--- src/rtl/grf_sb.sv ---
// grf_sb: parametrised general register file with a per-register pending
// scoreboard for the pipelined core.
//   * Reads are combinational; a same-cycle writeback bypasses to every read port.
//   * Issue sets a pending bit, writeback clears it; when both hit the same
//     register in one cycle, the set wins.
//   * pend_cnt tracks the popcount of the pending bits and is updated
//     incrementally on each edge.
// Optional feature: define GRF_TRACE_EN to print one writeback trace line per
// committed write. Without it, wpc is unused.
module grf_sb #(
    parameter int DATA_W   = 32,
    parameter int ADDR_W   = 5,
    parameter int NRD      = 2,
    parameter int ZERO_REG = 1
) (
    input  logic                  clk,
    input  logic                  rst,
    input  logic [NRD*ADDR_W-1:0] ra,
    output logic [NRD*DATA_W-1:0] rd,
    output logic [NRD-1:0]        rd_pend,
    input  logic                  we,
    input  logic [ADDR_W-1:0]     wa,
    input  logic [DATA_W-1:0]     wd,
    input  logic [31:0]           wpc,
    input  logic                  iss_en,
    input  logic [ADDR_W-1:0]     iss_addr,
    output logic [ADDR_W:0]       pend_cnt
);

    localparam int   NREG = 2 ** ADDR_W;
    localparam logic ZR   = (ZERO_REG != 32'sd0);

    // An out-of-range port count references a module that does not exist,
    // so elaboration stops with an error.
    generate
        if (NRD < 1 || NRD > 4) begin : g_bad_nrd
            grf_sb_nrd_out_of_range_error u_nrd_error ();
        end
    endgenerate

    logic [DATA_W-1:0] regs_r [NREG];
    logic [NREG-1:0]   pend_r;
    logic [ADDR_W:0]   pend_cnt_r;

    logic              wr_ok_s;
    logic              iss_ok_s;
    logic              rise_s;
    logic              fall_s;
    logic [NREG-1:0]   pend_nxt_s;

    // Qualify write and issue requests; register 0 is excluded when hardwired.
    always_comb begin
        wr_ok_s  = we && !(ZR && (wa == {ADDR_W{1'b0}}));
        iss_ok_s = iss_en && !(ZR && (iss_addr == {ADDR_W{1'b0}}));
    end

    // Next pending vector plus the 0->1 and 1->0 events that move the count.
    always_comb begin
        pend_nxt_s = pend_r;
        if (wr_ok_s) begin
            pend_nxt_s[wa] = 1'b0;
        end else begin
            pend_nxt_s = pend_nxt_s;
        end
        if (iss_ok_s) begin
            pend_nxt_s[iss_addr] = 1'b1;
        end else begin
            pend_nxt_s = pend_nxt_s;
        end
        rise_s = iss_ok_s && !pend_r[iss_addr];
        fall_s = wr_ok_s && pend_r[wa] && !(iss_ok_s && (iss_addr == wa));
    end

    // Register array: async clear, written on a qualified writeback.
    always_ff @(posedge clk or negedge rst) begin
        if (!rst) begin
            for (int i = 0; i < NREG; i++) begin
                regs_r[i] <= '0;
            end
        end else if (wr_ok_s) begin
            regs_r[wa] <= wd;
        end else begin
            regs_r[wa] <= regs_r[wa];
        end
    end

    // Scoreboard bits and their running count.
    always_ff @(posedge clk or negedge rst) begin
        if (!rst) begin
            pend_r     <= '0;
            pend_cnt_r <= '0;
        end else begin
            pend_r <= pend_nxt_s;
            if (rise_s && !fall_s) begin
                pend_cnt_r <= pend_cnt_r + {{ADDR_W{1'b0}}, 1'b1};
            end else if (fall_s && !rise_s) begin
                pend_cnt_r <= pend_cnt_r - {{ADDR_W{1'b0}}, 1'b1};
            end else begin
                pend_cnt_r <= pend_cnt_r;
            end
        end
    end

    assign pend_cnt = pend_cnt_r;

    // Read ports: hardwired zero, then writeback bypass, then stored value.
    // Forced to zero while reset is held so a stray bypass cannot leak out.
    always_comb begin
        rd      = '0;
        rd_pend = '0;
        for (int k = 0; k < NRD; k++) begin
            if (!rst) begin
                rd[k*DATA_W +: DATA_W] = '0;
                rd_pend[k]             = 1'b0;
            end else if (ZR && (ra[k*ADDR_W +: ADDR_W] == {ADDR_W{1'b0}})) begin
                rd[k*DATA_W +: DATA_W] = '0;
                rd_pend[k]             = 1'b0;
            end else if (we && (wa == ra[k*ADDR_W +: ADDR_W])) begin
                rd[k*DATA_W +: DATA_W] = wd;
                rd_pend[k]             = 1'b0;
            end else begin
                rd[k*DATA_W +: DATA_W] = regs_r[ra[k*ADDR_W +: ADDR_W]];
                rd_pend[k]             = pend_r[ra[k*ADDR_W +: ADDR_W]];
            end
        end
    end

`ifdef GRF_TRACE_EN
    // Writeback trace in the course reference format.
    always @(posedge clk) begin
        if (rst && we && ((wa != {ADDR_W{1'b0}}) || !ZR)) begin
            $display("@%h: $%d <= %h", wpc, wa, wd);
        end else begin
        end
    end
`else
    logic unused_wpc_s;
    assign unused_wpc_s = ^wpc;
`endif

endmodule

--- config.mk ---
export PLATFORM = sky130hd
export DESIGN_NAME = grf_sb
export DESIGN_NICKNAME = d
export VERILOG_FILES = /design/src/rtl/grf_sb.sv
export SDC_FILE = /design/constraint.sdc
export NUM_CORES = 2
export LEC_CHECK = 0
export ABC_CLOCK_PERIOD_IN_PS = 4700
export CAP_MARGIN = 20
export CORE_UTILIZATION = 30
export CTS_BUF_LIST = sky130_fd_sc_hd__clkbuf_16
export DETAILED_ROUTE_END_ITERATION = 10
export HOLD_SLACK_MARGIN = 0.1
export SYNTH_ARGS = -nofsm -noshare
export SYNTH_HDL_FRONTEND = slang
export SYNTH_SLANG_ARGS = --single-unit
--- constraint.sdc ---
create_clock -name clk -period 4.7 [get_ports clk]
set_input_delay 0.94 -clock clk [delete_from_list [all_inputs] [get_ports clk]]
set_output_delay 0.94 -clock clk [all_outputs]
set_load 0.02 [all_outputs]
==> results.md <==
* **Setup crit start kind** input port
* **Peak VDD IR** 0.292 mV
* **biggest cell delay along the critical path** 0.69 ns
* **Routed Wire Length** 273 mm
* **DRT antenna net count** 0
* **core region area** 217000 sq um
* **fillcell total** 21500
* **Placement Rows** 171
* **chip height** 469 um
* **total routing usage reported by global routing** 24.3%
* **Final nets** 6154
* **status** finished with violations
* **Min Clock Period, post-route** 4.74 ns
* **distinct cell type count of the synthesized netlist** 59
* **sequential share of power** 42.9%
* **cell with the most instances on the worst path** sky130_fd_sc_hd__buf_4
* **sum of buffers and inverters on the critical path** 5
* **I/O Pins** 160
* **slew at the pin closest to its max-slew limit** 1.13 ns
* **Mean Syn Cell Area** 10.7 sq um
* **Sw Share** 34.4%
* **CTS tree** done
* **footprint of the flip-flops and latches** 26600 sq um
* **relative contribution of combinational cells to total power** 28.4%
* **number of max-cap violations** 0
* **number of flops mapped to enable cells by yosys** 0
* **TritonCTS Buffers** 109
* **Post-Syn Instances** 6147
* **DRC Markers** 0
* **Int Power** 20.6 mW
* **HPWL reported at the end of detailed placement** 172 mm
* **remaining max-slew budget at the tightest pin** 24.9%
* **area of the die** 220000 sq um
* **cell type group with the largest total delay on the critical path** buffers and inverters
* **final-report setup violation count** 1
* **part of the power in the clock network** 28.7%
* **Worst-path clk slew** 0.07 ns
* **critical path, cell by cell** clkdlybuf4s50_1, xor2_1, nor4_1, nand3_1, buf_4, nand3_2, buf_12, buf_4, a211oi_1, a211o_1, buf_4
* **number of global-route vias before repair** 54500
* **fraction of layout instances using a drive strength above 1** 21.9%
* **Setup Skew** 0.0243 ns
* **Post-Place Cell Area** 71100 sq um
* **Max Root-Sink Buffers** 3
* **routability-driven placement congestion ratio** 0.923
* **cell with the largest stage delay on the worst path** sky130_fd_sc_hd__a211oi_1
* **Worst Setup Slack post-DPL** -0.0690 ns
* **type of the worst min-delay path** reg2reg
* **antenna violations before repair** 8
* **Hold Vio Cnt, Final** 0
* **Starting Density** 30.2%
* **arrival time of the worst setup path** 3.80 ns
* **Synth async-reset ratio** 100%
* **P per Cell Area** 419 nW/um^2
* **TritonCTS Sinks** 1062
* **average via count per standard cell** 6.10
* **Data required, critical path** 3.76 ns
* **RSZ-0062 raised after global routing** false
* **maximum number of pins on one net before global-route repair** 182
* **wire length of the first global-routing pass** 394 mm
* **portion of the post-synthesis area used by sequential elements** 40.6%
* **H-tree depth** 3
* **number of warnings issued by yosys** 0
* **static leakage power** 32.3 nW
* **DIE WIDTH** 469 um
* **Port Buffer Count** 127
* **switching power** 10.8 mW
* **root buffer cell** sky130_fd_sc_hd__clkbuf_16
* **First DRT Iteration DRCs** 7124
* **Synth Register Bits** 1062
* **final worst-path cycle share** 101%
* **area growth from synthesis to final layout** 14.3%
* **drt wl/cell** 30.3 um
* **vias post-DR** 55000
* **path type of the worst setup path** in2out
* **final setup slack of the worst path** -0.0447 ns
* **Mapped Nets** 6241
* **GRT Residual Overflow** 0
* **CP endpoint kind** primary output
* **post-synthesis instance area** 65500 sq um
* **Max Fanout on Critical Path** 11
* **final slew viol count** 0
* **commonest cells after routing, fill and taps aside** sky130_fd_sc_hd__nand2_1, sky130_fd_sc_hd__dfrtp_1, sky130_fd_sc_hd__o21ai_1, sky130_fd_sc_hd__mux2i_1, sky130_fd_sc_hd__mux4_2
* **number of iterations in the first detailed-routing pass** 9
* **area used by multi-input combinational logic** 35800 sq um
* **violations in the final reports** negative setup slack
* **clock insertion delay at the later pin of the skew report** 0.76 ns
* **dominant synthesized flop cell** sky130_fd_sc_hd__dfrtp_1
* **cell area after layout** 74900 sq um
* **most frequent standard cell in the layout excluding fill and tap cells** sky130_fd_sc_hd__nand2_1
* **Fmax** 211 MHz
[final timing paths]
| check | from | end | slack [ns] | cells past startpoint |
|---|---|---|---|---|
| setup / recovery | ra[8] | rd[51] | -0.04 | 11 |
| hold / removal | regs_r[1000]$_DFFE_PN0P_ | regs_r[1000]$_DFFE_PN0P_ | 0.42 | 0 |
| setup reg to reg | pend_r[3]$_DFF_PN0_ | pend_cnt[5]$_DFFE_PN0P_ | 1.35 | 14 |
| hold reg to reg | regs_r[1000]$_DFFE_PN0P_ | regs_r[1000]$_DFFE_PN0P_ | 0.42 | 0 |
| max in group asynchronous | rst | regs_r[880]$_DFFE_PN0P_ | 1.87 | 4 |
| min in group asynchronous | rst | regs_r[151]$_DFFE_PN0P_ | 0.43 | 2 |
[final cells by class]
class                      count  share of cell area, %
clock inverter                86                  0.973
inverter                      16                 0.0802
tap                         2854                   4.77
antenna                        4                 0.0134
multi-input combinational   4363                   47.8
sequential                  1062                   35.5
clock buffer                 113                   3.78
timing repair buffer         508                   7.11
[power groups by stage]
stage,Combinational [mW],Sequential [mW],Clock [mW]
6_report,8.91,13.5,9.01
5_1_grt,9.63,13.7,9.40
4_1_cts,8.80,13.4,9.07
3_5_place_dp,8.78,13.5,0
3_3_place_gp,8.58,13.3,0
2_1_floorplan,6.39,12.9,0
[synthesized netlist by cell type, types with 113 or more instances]
| cell type | number | area share, % |
|---|---|---|
| sky130_fd_sc_hd__mux2i_1 | 668 | 10 |
| sky130_fd_sc_hd__nand2_1 | 1104 | 6.3 |
| sky130_fd_sc_hd__o21ai_1 | 773 | 5.9 |
| sky130_fd_sc_hd__buf_4 | 113 | 1.3 |
| sky130_fd_sc_hd__clkbuf_1 | 398 | 2.3 |
| sky130_fd_sc_hd__buf_2 | 149 | 1.1 |
| sky130_fd_sc_hd__dfrtp_1 | 1062 | 41 |
| sky130_fd_sc_hd__o21ai_0 | 163 | 1.2 |
| sky130_fd_sc_hd__a211oi_1 | 159 | 1.8 |
| sky130_fd_sc_hd__mux4_2 | 502 | 17 |
| sky130_fd_sc_hd__o22ai_1 | 161 | 1.5 |
| sky130_fd_sc_hd__o21ai_2 | 178 | 2.4 |
[kinds of logic (layout without fill, tap and decap cells)]
family / Yosys count / in the layout / synth area share (%)
compound gates: 1802 / 1802 / 17.3
xor+xnor: 20 / 20 / 0.267
fa+ha+maj: 6 / 6 / 0.126
buf+inv: 722 / 723 / 5.47
flops: 1062 / 1062 / 40.6
mux: 1171 / 1171 / 27.5
other cells: 0 / 4 / 0
simple gates: 1364 / 1364 / 8.78
[repair_timing]
item / CTS / global route
pin swaps: 2 / 0
hold buffers: 1 / 0
endpoints found under the hold margin: 16 / 0
setup endpoints to repair: 11 / 6
buffers inserted: 5 / 0
resized for setup: 1 / 3
[registers in the layout, summed over array words and instances (netlist names)]
signal    cells
pend_cnt      6
pend_r       32
regs_r     1024
[layer usage]
layer	track usage [%]	routed length (um)	vias up
met2	38.2	123000	3486
met1	28.9	97500	27500
met5	0	132	-
met3	4.86	26100	1061
li1	-	-	22900
met4	19.6	26600	14
[stage by stage]
step	util [%]	hold WS, ns	cells	setup TNS, ns	power [mW]
floorplan	-	0.458	6147	0	19.3
global placement	32.8	0.395	8792	-1.77	21.9
detailed placement	32.8	0.406	8793	-0.177	22.3
CTS	34.5	0.420	8998	0	31.2
global route	34.5	0.434	9003	0	32.8
finish	34.5	0.419	9006	-0.0447	31.4
No activity file was read; power rests on OpenSTA's default activity.
